<file path="config.mk">
export PLATFORM = sky130hd
export DESIGN_NAME = id_ex_stage
export DESIGN_NICKNAME = d
export VERILOG_FILES = /design/src/rtl/id_ex_stage.sv
export SDC_FILE = /design/constraint.sdc
export NUM_CORES = 1
export LEC_CHECK = 0
export ABC_AREA = 1
export CAP_MARGIN = 0
export CORE_AREA = 2 2 143 145
export DETAILED_ROUTE_END_ITERATION = 16
export DIE_AREA = 0 0 145 147
export GPL_ROUTABILITY_DRIVEN = 0
export MAX_ROUTING_LAYER = met4
export PLACE_DENSITY_LB_ADDON = 0.15
export SYNTH_ARGS = -nofsm -noshare
export SYNTH_HDL_FRONTEND = slang
export SYNTH_SLANG_ARGS = --single-unit
</file>
<file path="constraint.sdc">
create_clock -name clk -period 5.95 [get_ports clk]
set_input_delay 0.595 -clock clk [delete_from_list [all_inputs] [get_ports clk]]
set_output_delay 0.595 -clock clk [all_outputs]
set_load 0.01 [all_outputs]
</file>
<file path="src/rtl/id_ex_stage.sv">
// ID/EX pipeline register: captures register-file operands (with same-cycle
// writeback bypass), immediate and control bundle; detects load-use hazards
// and converts them or a branch flush into a bubble.
module id_ex_stage #(
    parameter int XLEN  = 32,
    parameter int CNT_W = 16
) (
    input  logic             clk,
    input  logic             rst,
    input  logic             id_valid,
    input  logic [XLEN-1:0]  id_pc,
    input  logic [XLEN-1:0]  id_imm,
    input  logic [4:0]       id_rs1_index,
    input  logic [4:0]       id_rs2_index,
    input  logic             id_use_rs1,
    input  logic             id_use_rs2,
    input  logic [4:0]       id_rd_index,
    input  logic [3:0]       id_alu_op,
    input  logic             id_alu_src,
    input  logic             id_mem_read,
    input  logic             id_mem_write,
    input  logic             id_reg_write,
    input  logic [XLEN-1:0]  rs1_data_in,
    input  logic [XLEN-1:0]  rs2_data_in,
    input  logic             wb_en,
    input  logic [4:0]       wb_rd_index,
    input  logic [XLEN-1:0]  wb_data,
    input  logic             flush,
    output logic             stall,
    output logic             ex_valid,
    output logic [XLEN-1:0]  ex_pc,
    output logic [XLEN-1:0]  ex_imm,
    output logic [XLEN-1:0]  ex_rs1_data,
    output logic [XLEN-1:0]  ex_rs2_data,
    output logic [4:0]       ex_rs1_index,
    output logic [4:0]       ex_rs2_index,
    output logic [4:0]       ex_rd_index,
    output logic [3:0]       ex_alu_op,
    output logic             ex_alu_src,
    output logic             ex_mem_read,
    output logic             ex_mem_write,
    output logic             ex_reg_write,
    output logic [CNT_W-1:0] stall_cnt
);

    logic [XLEN-1:0] rs1_bypassed;
    logic [XLEN-1:0] rs2_bypassed;
    logic            hazard;
    logic            load_in_ex;

    // Writeback bypass: the register file cannot return data written this same cycle, x0 never bypasses
    always_comb begin
        rs1_bypassed = rs1_data_in;
        rs2_bypassed = rs2_data_in;
        if (wb_en && (wb_rd_index != 5'd0) && (wb_rd_index == id_rs1_index))
            rs1_bypassed = wb_data;
        if (wb_en && (wb_rd_index != 5'd0) && (wb_rd_index == id_rs2_index))
            rs2_bypassed = wb_data;
    end

    // Load-use detect against the instruction currently in EX; a flush suppresses the stall
    always_comb begin
        load_in_ex = ex_valid && ex_mem_read && ex_reg_write && (ex_rd_index != 5'd0);
        hazard     = load_in_ex && id_valid &&
                     ((id_use_rs1 && (id_rs1_index == ex_rd_index)) ||
                      (id_use_rs2 && (id_rs2_index == ex_rd_index)));
        stall      = hazard && !flush;
    end

    // EX bundle capture: flush beats hazard, both insert an all-zero bubble
    always_ff @(posedge clk or posedge rst) begin
        if (rst) begin
            ex_valid     <= 1'b0;
            ex_pc        <= '0;
            ex_imm       <= '0;
            ex_rs1_data  <= '0;
            ex_rs2_data  <= '0;
            ex_rs1_index <= '0;
            ex_rs2_index <= '0;
            ex_rd_index  <= '0;
            ex_alu_op    <= '0;
            ex_alu_src   <= 1'b0;
            ex_mem_read  <= 1'b0;
            ex_mem_write <= 1'b0;
            ex_reg_write <= 1'b0;
        end else if (flush || hazard) begin
            ex_valid     <= 1'b0;
            ex_pc        <= '0;
            ex_imm       <= '0;
            ex_rs1_data  <= '0;
            ex_rs2_data  <= '0;
            ex_rs1_index <= '0;
            ex_rs2_index <= '0;
            ex_rd_index  <= '0;
            ex_alu_op    <= '0;
            ex_alu_src   <= 1'b0;
            ex_mem_read  <= 1'b0;
            ex_mem_write <= 1'b0;
            ex_reg_write <= 1'b0;
        end else begin
            ex_valid     <= id_valid;
            ex_pc        <= id_pc;
            ex_imm       <= id_imm;
            ex_rs1_data  <= rs1_bypassed;
            ex_rs2_data  <= rs2_bypassed;
            ex_rs1_index <= id_rs1_index;
            ex_rs2_index <= id_rs2_index;
            ex_rd_index  <= id_rd_index;
            ex_alu_op    <= id_valid ? id_alu_op : 4'd0;
            ex_alu_src   <= id_valid && id_alu_src;
            ex_mem_read  <= id_valid && id_mem_read;
            ex_mem_write <= id_valid && id_mem_write;
            ex_reg_write <= id_valid && id_reg_write && (id_rd_index != 5'd0);
        end
    end

    // Saturating count of bubbles inserted for load-use hazards only
    always_ff @(posedge clk or posedge rst) begin
        if (rst)
            stall_cnt <= '0;
        else if (stall && (stall_cnt != {CNT_W{1'b1}}))
            stall_cnt <= stall_cnt + 1'b1;
    end

endmodule

</file>
After elaboration in Yosys (flattened, before gate mapping)
Index checks and enable logic that the tools add are counted.
- $add $sub $neg: 1
- $mul: 0
- div/mod/pow operators: 0
- order comparisons: 0
- equality and inequality tests: 5
- shift operators: 0
- multiplexer cells: 16
- bitwise gates (word level): 0
- reductions and logical operators: 23
- operators by type and width (kind ; count):
    32-bit two-way mux ; 6
    5-bit equality test ; 4
    1-bit logical AND ; 17
    16-bit by 1-bit adder with 16-bit output, second input constant ; 1
    16-bit != test, second input constant ; 1
    5-bit two-way mux ; 3
    5-bit nonzero test ; 3
    4-bit two-way mux ; 2
    1-bit two-way mux ; 5
    1-bit logical OR ; 2
    1-bit zero test ; 1
- flip-flop bits (word level): 168
- latch bits: 0
- memory bits (writable): 0
- ROM bits: 0
- logic and storage cells: 59
- memories kept: 0

Logic depth before layout (Yosys ltp)
Gate-level depths: netlist (run 1).
- depth in word-level cells: 7
- mapped depth: 11
- mapped depth without buffers: 10

Least setup slack after synthesis (run 1)
Ideal clock, no wire load.
- path type: input-to-output
- start: input port id_valid
- end: output port stall
- arrival time: 1.312 ns
- data required time: 5.355 ns
- slack: 4.043 ns
- stages: 6
- path buffers: 1
- path through: buf_4 > nand4_1 > o21bai_1 > inv_1 > nand3_1 > inv_1
- word-level cells in the longest chain between the ends: 3
- RTL lines (what ; line ; RTL):
    start: declaration ; 10 ; input logic id_valid,
    1-bit logical AND (2 in a row) ; 64 ; hazard = load_in_ex && id_valid &&
    1-bit logical AND ; 67 ; stall = hazard && !flush;
    end: declaration ; 29 ; output logic stall,
No other way between the ends.

Worst setup path after layout (run 1)
Same ends and word-level chain as after synthesis.

==> metrics.txt, run 1 <==
run status=finished clean; number of nets with antenna violations after routing=0; syn_nets=~960; count of different cell masters after synthesis=20; share of post-route cells with drive strength above 1=roughly 4.7%; largest net degree at the start of global routing=101; area of the mapped netlist=~6900 um2; routed len/inst=16.5 um; first-pass GRT wire length=between 30000 and 40000 um; Ports=around 360; register area share after synthesis=between 60% and 70%; max_cap viols=0; Hold Path Depth=2; drt initial violations=about 250; cts hold-fix bufs=0; gr ovfl total=0; Via Count=around 6300; cells after synthesis=~770; worst hold margin=approximately 530 ps; CTS Sinks=about 170; Starting Density=between 30% and 40%; Clock Pin Slew Worst Setup and Hold Paths=70 ps; final setup margin=between 2000 and 3000 ps; RSZ-0062 raised after global routing=false; post-CTS setup buffer count=0; final hold vios=0; vias per std cell=around 4.5; kind of critical path=primary input to primary output; Fmax=approximately 310 MHz; reg2reg end=ex_rs1_data[13]$_DFF_PP0_; Die ar.=21300 um2; crit path DAT=2610 ps; initial antenna violation count=1; Hold Path End=stall_cnt[4]$_DFFE_PP0P_; final setup fails=0; clk buf depth=2; Fill cells=around 1800; total CTS buffers=17; gr usage total=a little under a quarter; DRC=0; yosys warns=0; HP Class=register to register; GR peak layer=met2; WL final=between 20000 and 25000 um; Mean Syn Cell Area=about 9.0 um2; Placed Cells=approximately 1400; Pwr Density=~250 nW/um2; endpoint class of the critical path=primary output; Worst setup SP type=primary input; Tcrit/Tclk final=53.8%; Place WS=about 2500 ps; Die H=147 um; setup TNS=0 ps; M2 GR Usage=a little under two fifths; Clock Tree Root=clkbuf_16; Worst-Margin Slew=approximately 1100 ps; vias in the first global route=~6400; reg-to-reg slack, setup=between 3000 and 4000 ps; leakage power=roughly 0.0053 uW; Slew HR=approximately 25%; hold path start=stall_cnt[4]$_DFFE_PP0P_; leading register cell type out of synthesis=dfrtp_1; met1 usage=between 20% and 30%; min cycle time layout=3200 ps; hpwl dp=around 17000 um; Die Wd=145 um; post_cts resized=0; met3 global-route usage=7.30%; CTS tree=built; htree depth=4; Worst R2R Path Depth=10; post-route insts no fill=between 1000 and 1500; Max Slew Vio Count=0; Worst-Skew Late Latency=between 400 and 500 ps; Net count, final=roughly 1300; final setup skew=9.88 ps; EDFF count, synth=0; async set-reset flop share out of synthesis=100%; I/O Buffers=approximately 360; P&R area growth vs syn=64.9%; maximum VDD drop=between 0.00015 and 0.0002 V; FP Rows=between 50 and 60; crit path max fanout=10; data required time at the worst endpoint=5360 ps; Synth Register Bits=roughly 170; Worst R2R Start=ex_rd_index[1]$_DFF_PP0_; CORE AREA=19800 um2; Pre-Repair DR Iteration Count=4; Post-DP Area=10700 um2; Final Cell Area=about 11000 um2
-- metal layers --
metal  wire length [um]  vias to the layer above
li1                   -                     3070
met1               9310                     2926
met2              11300                      244
met3               1920                       35
met4                593                        0
met5                  0                        -
-- report_power, final --
part	switching [uW]	total (uW)	internal [uW]	leakage, uW
clock	534	1140	603	0.000293
combinational	191	432	241	0.00287
sequential	16.5	1210	1190	0.00219
total	742	2780	2040	0.00535
-- layout by cell type, fill, tap and decap left out, drive strengths merged --
cell,netlist,routed
nor3,6,6
clkinvlp,0,1
nor2,112,112
nand3,79,79
o21bai,1,1
bufinv,0,1
clkdlybuf4s50,0,363
inv,101,109
diode,0,1
xnor2,10,10
nand2,167,167
clkinv,0,5
ha,1,1
xor2,13,13
a21oi,64,64
dfrtp,168,168
nand4,6,6
o311ai,1,1
clkbuf,1,17
o21ai,1,1
buf,36,10
-- kinds of logic after synthesis --
group	synth area share [%]
DFF	61.2
buffers and inverters	8.59
AOI/OAI and AO/OA	4.97
adders and majority gates	0.182
and+or+nand+nor	22.2
xor gates and xnor gates	2.93
-- worst max path at each step --
stage,start,endpoint,slack [ps],cells past startpoint
floorplan,rst,ex_alu_op[0]$_DFF_PP0_,810,1
global placement,id_valid,ex_rs2_data[28]$_DFF_PP0_,2550,8
detailed placement,id_valid,ex_rs1_data[13]$_DFF_PP0_,2530,8
CTS,id_valid,stall,2750,7
global route,id_valid,stall,2670,7
finish,id_valid,stall,2750,7
-- sequential cells by signal, summed over array words and instances (netlist names) --
signal and flops:
ex_imm 32, ex_pc 32, ex_rs1_data 32, ex_rs2_data 32, stall_cnt 16, ex_rd_index 5
ex_rs1_index 5, ex_rs2_index 5, ex_alu_op 4, ex_alu_src 1, ex_mem_read 1, ex_mem_write 1
ex_reg_write 1, ex_valid 1
-- stage by stage --
stage	power, uW	utilization (%)
after detailed placement	1670	54.1
after CTS	2810	57.1
final	2780	57.1
after floorplan	1380	-
after global routing	2890	57.1
after global placement	1670	54.1
-- cells in the mapped netlist, types with 2 or more instances --
cell	instances	area, um2
a21oi_1	64	320
buf_2	25	125
buf_4	11	82.6
dfrtp_1	168	4200
inv_1	98	368
inv_2	3	11.3
nand2_1	165	619
nand2_2	2	12.5
nand3_1	79	395
nand4_1	6	37.5
nor2_1	111	417
nor3_1	6	30.0
xnor2_1	10	87.6
xor2_1	13	114
-- critical path, cell delays in order --
cell and delay, ps:
clkdlybuf4s50_1 680, nand4_1 180, o21bai_1 200, inv_1 120, nand3_1 150, inv_1 100, clkdlybuf4s50_1 580
-- cell type report --
cell class              count  area (um2)  share of cell area [%]
well taps                 270         338                    2.98
multi-input cells         461        2090                    18.5
diodes                      1        2.50                  0.0221
flip-flops and latches    168        4200                    37.1
inverters                 101         384                    3.39
clock inverters            15         178                    1.57
repair buffers            373        3710                    32.7
clock buffers              17         425                    3.75
Power figures use the tool's default switching activity.
==> inputs of run 2 (changes only) <==
- CORE_AREA: 2 2 143 145 -> unset
- CORE_MARGIN: unset -> 2
- CORE_UTILIZATION: unset -> 36
- DIE_AREA: 0 0 145 147 -> unset
- clock period: 5.95 -> 2.6 ns (I/O delays scaled with it)
==> run 2 against run 1 <==
- final area rose by 0.15%
- sequential power rose by 130%
- first-iteration DRC count rose by 3.6%
- total power rose by 120%
- critical path type is now register to primary output
- via count rose by 0.21%
- core utilization rose by 3.6 points
- routed wire length fell by 2.4%
- critical endpoint unchanged
- combinational power rose by 130%
- critical path depth rose by 2
- clock power rose by 120%
- final cell count fell by 2.0%
==> metrics.txt, run 2 (synthesis results as in run 1) <==
HP Class=primary input to asynchronous set/reset pin; vias per std cell=4.56 (+2.2%); min cycle time layout=approximately 2400 ps; Pwr Density=550 nW/um2 (+120%); CORE AREA=18700 um2 (-5.7%); Slew HR=58.1% (+33 points); gr usage total=23.7% (+0.94 points); Ports=364 (unchanged); setup TNS=0 ps (unchanged); max_cap viols=0 (unchanged); Pre-Repair DR Iteration Count=4 (unchanged); storage element area=4210 um2 (about the same); P&R area growth vs syn=65.2%; post-route insts no fill=1378 (-2.0%); Fmax=415 MHz; gr ovfl total=0 (unchanged); leakage power=0.00537 uW (+0.38%); most frequent cells in the layout=clkdlybuf4s50_1, nand2_1, dfrtp_1; Starting Density=36.7% (+2.1 points); kind of critical path=register to primary output; crit-path max cell delay=560 ps (-120 ps); final hold vios=0 (unchanged); Max Slew Vio Count=0 (unchanged); WL final=22600 um (-2.4%); post_cts resized=0 (unchanged); final setup fails=0 (unchanged); RSZ-0062 raised after global routing=false; Worst setup SP type=register; reg2reg end=stall_cnt[13]$_DFFE_PP0P_; total CTS buffers=17 (unchanged); clk buf depth=2 (unchanged); Worst-Skew Late Latency=430 ps (about the same); Die H=142 um (-3.3%); initial antenna violation count=2 (+1); I/O Buffers=363 (unchanged); maximum VDD drop=0.000441 V (+140%); Place WS=254 ps (-2280 ps); endpoint class of the critical path=primary output; Placed Cells=1344 (-2.1%); FP Rows=50 (-3.8%); final setup margin=188 ps (-2560 ps); Die Wd=142 um (-2.0%); share of post-route cells with drive strength above 1=5.34% (+0.67 points); Worst-Margin Slew=628 ps (-491 ps); Slowest-stage cell, CP=clkdlybuf4s50_1; Clock Pin Slew Worst Setup and Hold Paths=70 ps (about the same); Die ar.=20200 um2 (-5.2%); hpwl dp=16800 um (+1.5%); post-CTS setup buffer count=0 (unchanged); area of the multi-input gates=2090 um2 (unchanged); vias in the first global route=6396 (-0.70%); reg-to-reg slack, setup=870 ps (-2540 ps); data required time at the worst endpoint=2340 ps (-3020 ps); Clock Tree Root=clkbuf_16; Net count, final=1325 (+0.53%); CP Cell Sequence=inv_1 > nand2_1 > nand2_1 > nor2_1 > nand3_1 > nand2_2 > nand3_1 > inv_1 > clkdlybuf4s50_1; Via Count=6288 (+0.21%); Fill cells=1655 (-6.4%); Worst R2R Path Depth=8 (-2); first-pass GRT wire length=35000 um (-3.0%); htree depth=4 (unchanged); largest net degree at the start of global routing=79 (-22%); worst hold margin=104 ps (-430 ps); cts hold-fix bufs=0 (unchanged); final setup skew=9.57 ps (-0.307 ps); drt initial violations=258 (+3.6%); Worst R2R Start=stall_cnt[0]$_DFFE_PP0P_; run status=finished clean; CTS Sinks=168 (unchanged); CTS tree=built; crit path max fanout=4 (-6); Tcrit/Tclk final=approximately 90%; number of nets with antenna violations after routing=0 (unchanged); routed len/inst=16.4 um (-0.39%); crit path DAT=2150 ps (-460 ps); most common library cell in the layout ignoring fill and taps=clkdlybuf4s50_1; DRC=0 (unchanged)
run 2: worst max-delay path by stage:
stage / slack (ps) / to / start / cells past startpoint
3_3_place_gp: 270 / stall / id_rs1_index[4] / 10
4_1_cts: 130 / stall / ex_rd_index[4]$_DFF_PP0_ / 9
6_report: 190 / stall / ex_rd_index[2]$_DFF_PP0_ / 9
2_1_floorplan: 200 / ex_alu_op[0]$_DFF_PP0_ / rst / 1
5_1_grt: 20 / stall / ex_rd_index[0]$_DFF_PP0_ / 9
3_5_place_dp: 250 / stall / id_rs1_index[4] / 10
run 2: area by class of cell:
cell class,instances,share of cell area (%)
Timing Repair Buffer,380,33.5
Antenna cell,2,0.0441
Tap cell,234,2.58
Sequential cell,168,37.1
Inverter,101,3.37
Multi-Input combinational cell,461,18.4
Clock inverter,13,1.21
Clock buffer,19,3.81
run 2: critical path, delay by kind of cell (launching register included):
kind                   cells  cell delay (ps)
AND/OR/NAND/NOR            6              580
buffers and inverters      3              770
flip-flops                 1              380
run 2: power breakdown:
part	switching [uW]	internal (uW)
combinational	441	562
sequential	37.0	2740
clock	1120	1350
run 2: per-stage QoR:
stage / total power (uW) / instance area, um2 / util, %
after floorplan: 3160 / 6880 / -
after global placement: 3830 / 10800 / 57.6
after detailed placement: 3830 / 10800 / 57.6
after CTS: 6320 / 11300 / 60.6
after global routing: 6520 / 11400 / 60.7
final: 6250 / 11400 / 60.7
run 2: routing by layer:
metal	vias to the layer above	wire length [um]	track usage [%]
met2	240	11300	39.2
met4	0	491	7.63
met5	-	0	-
met3	27	1940	7.84
li1	3082	-	-
met1	2939	8870	27.4
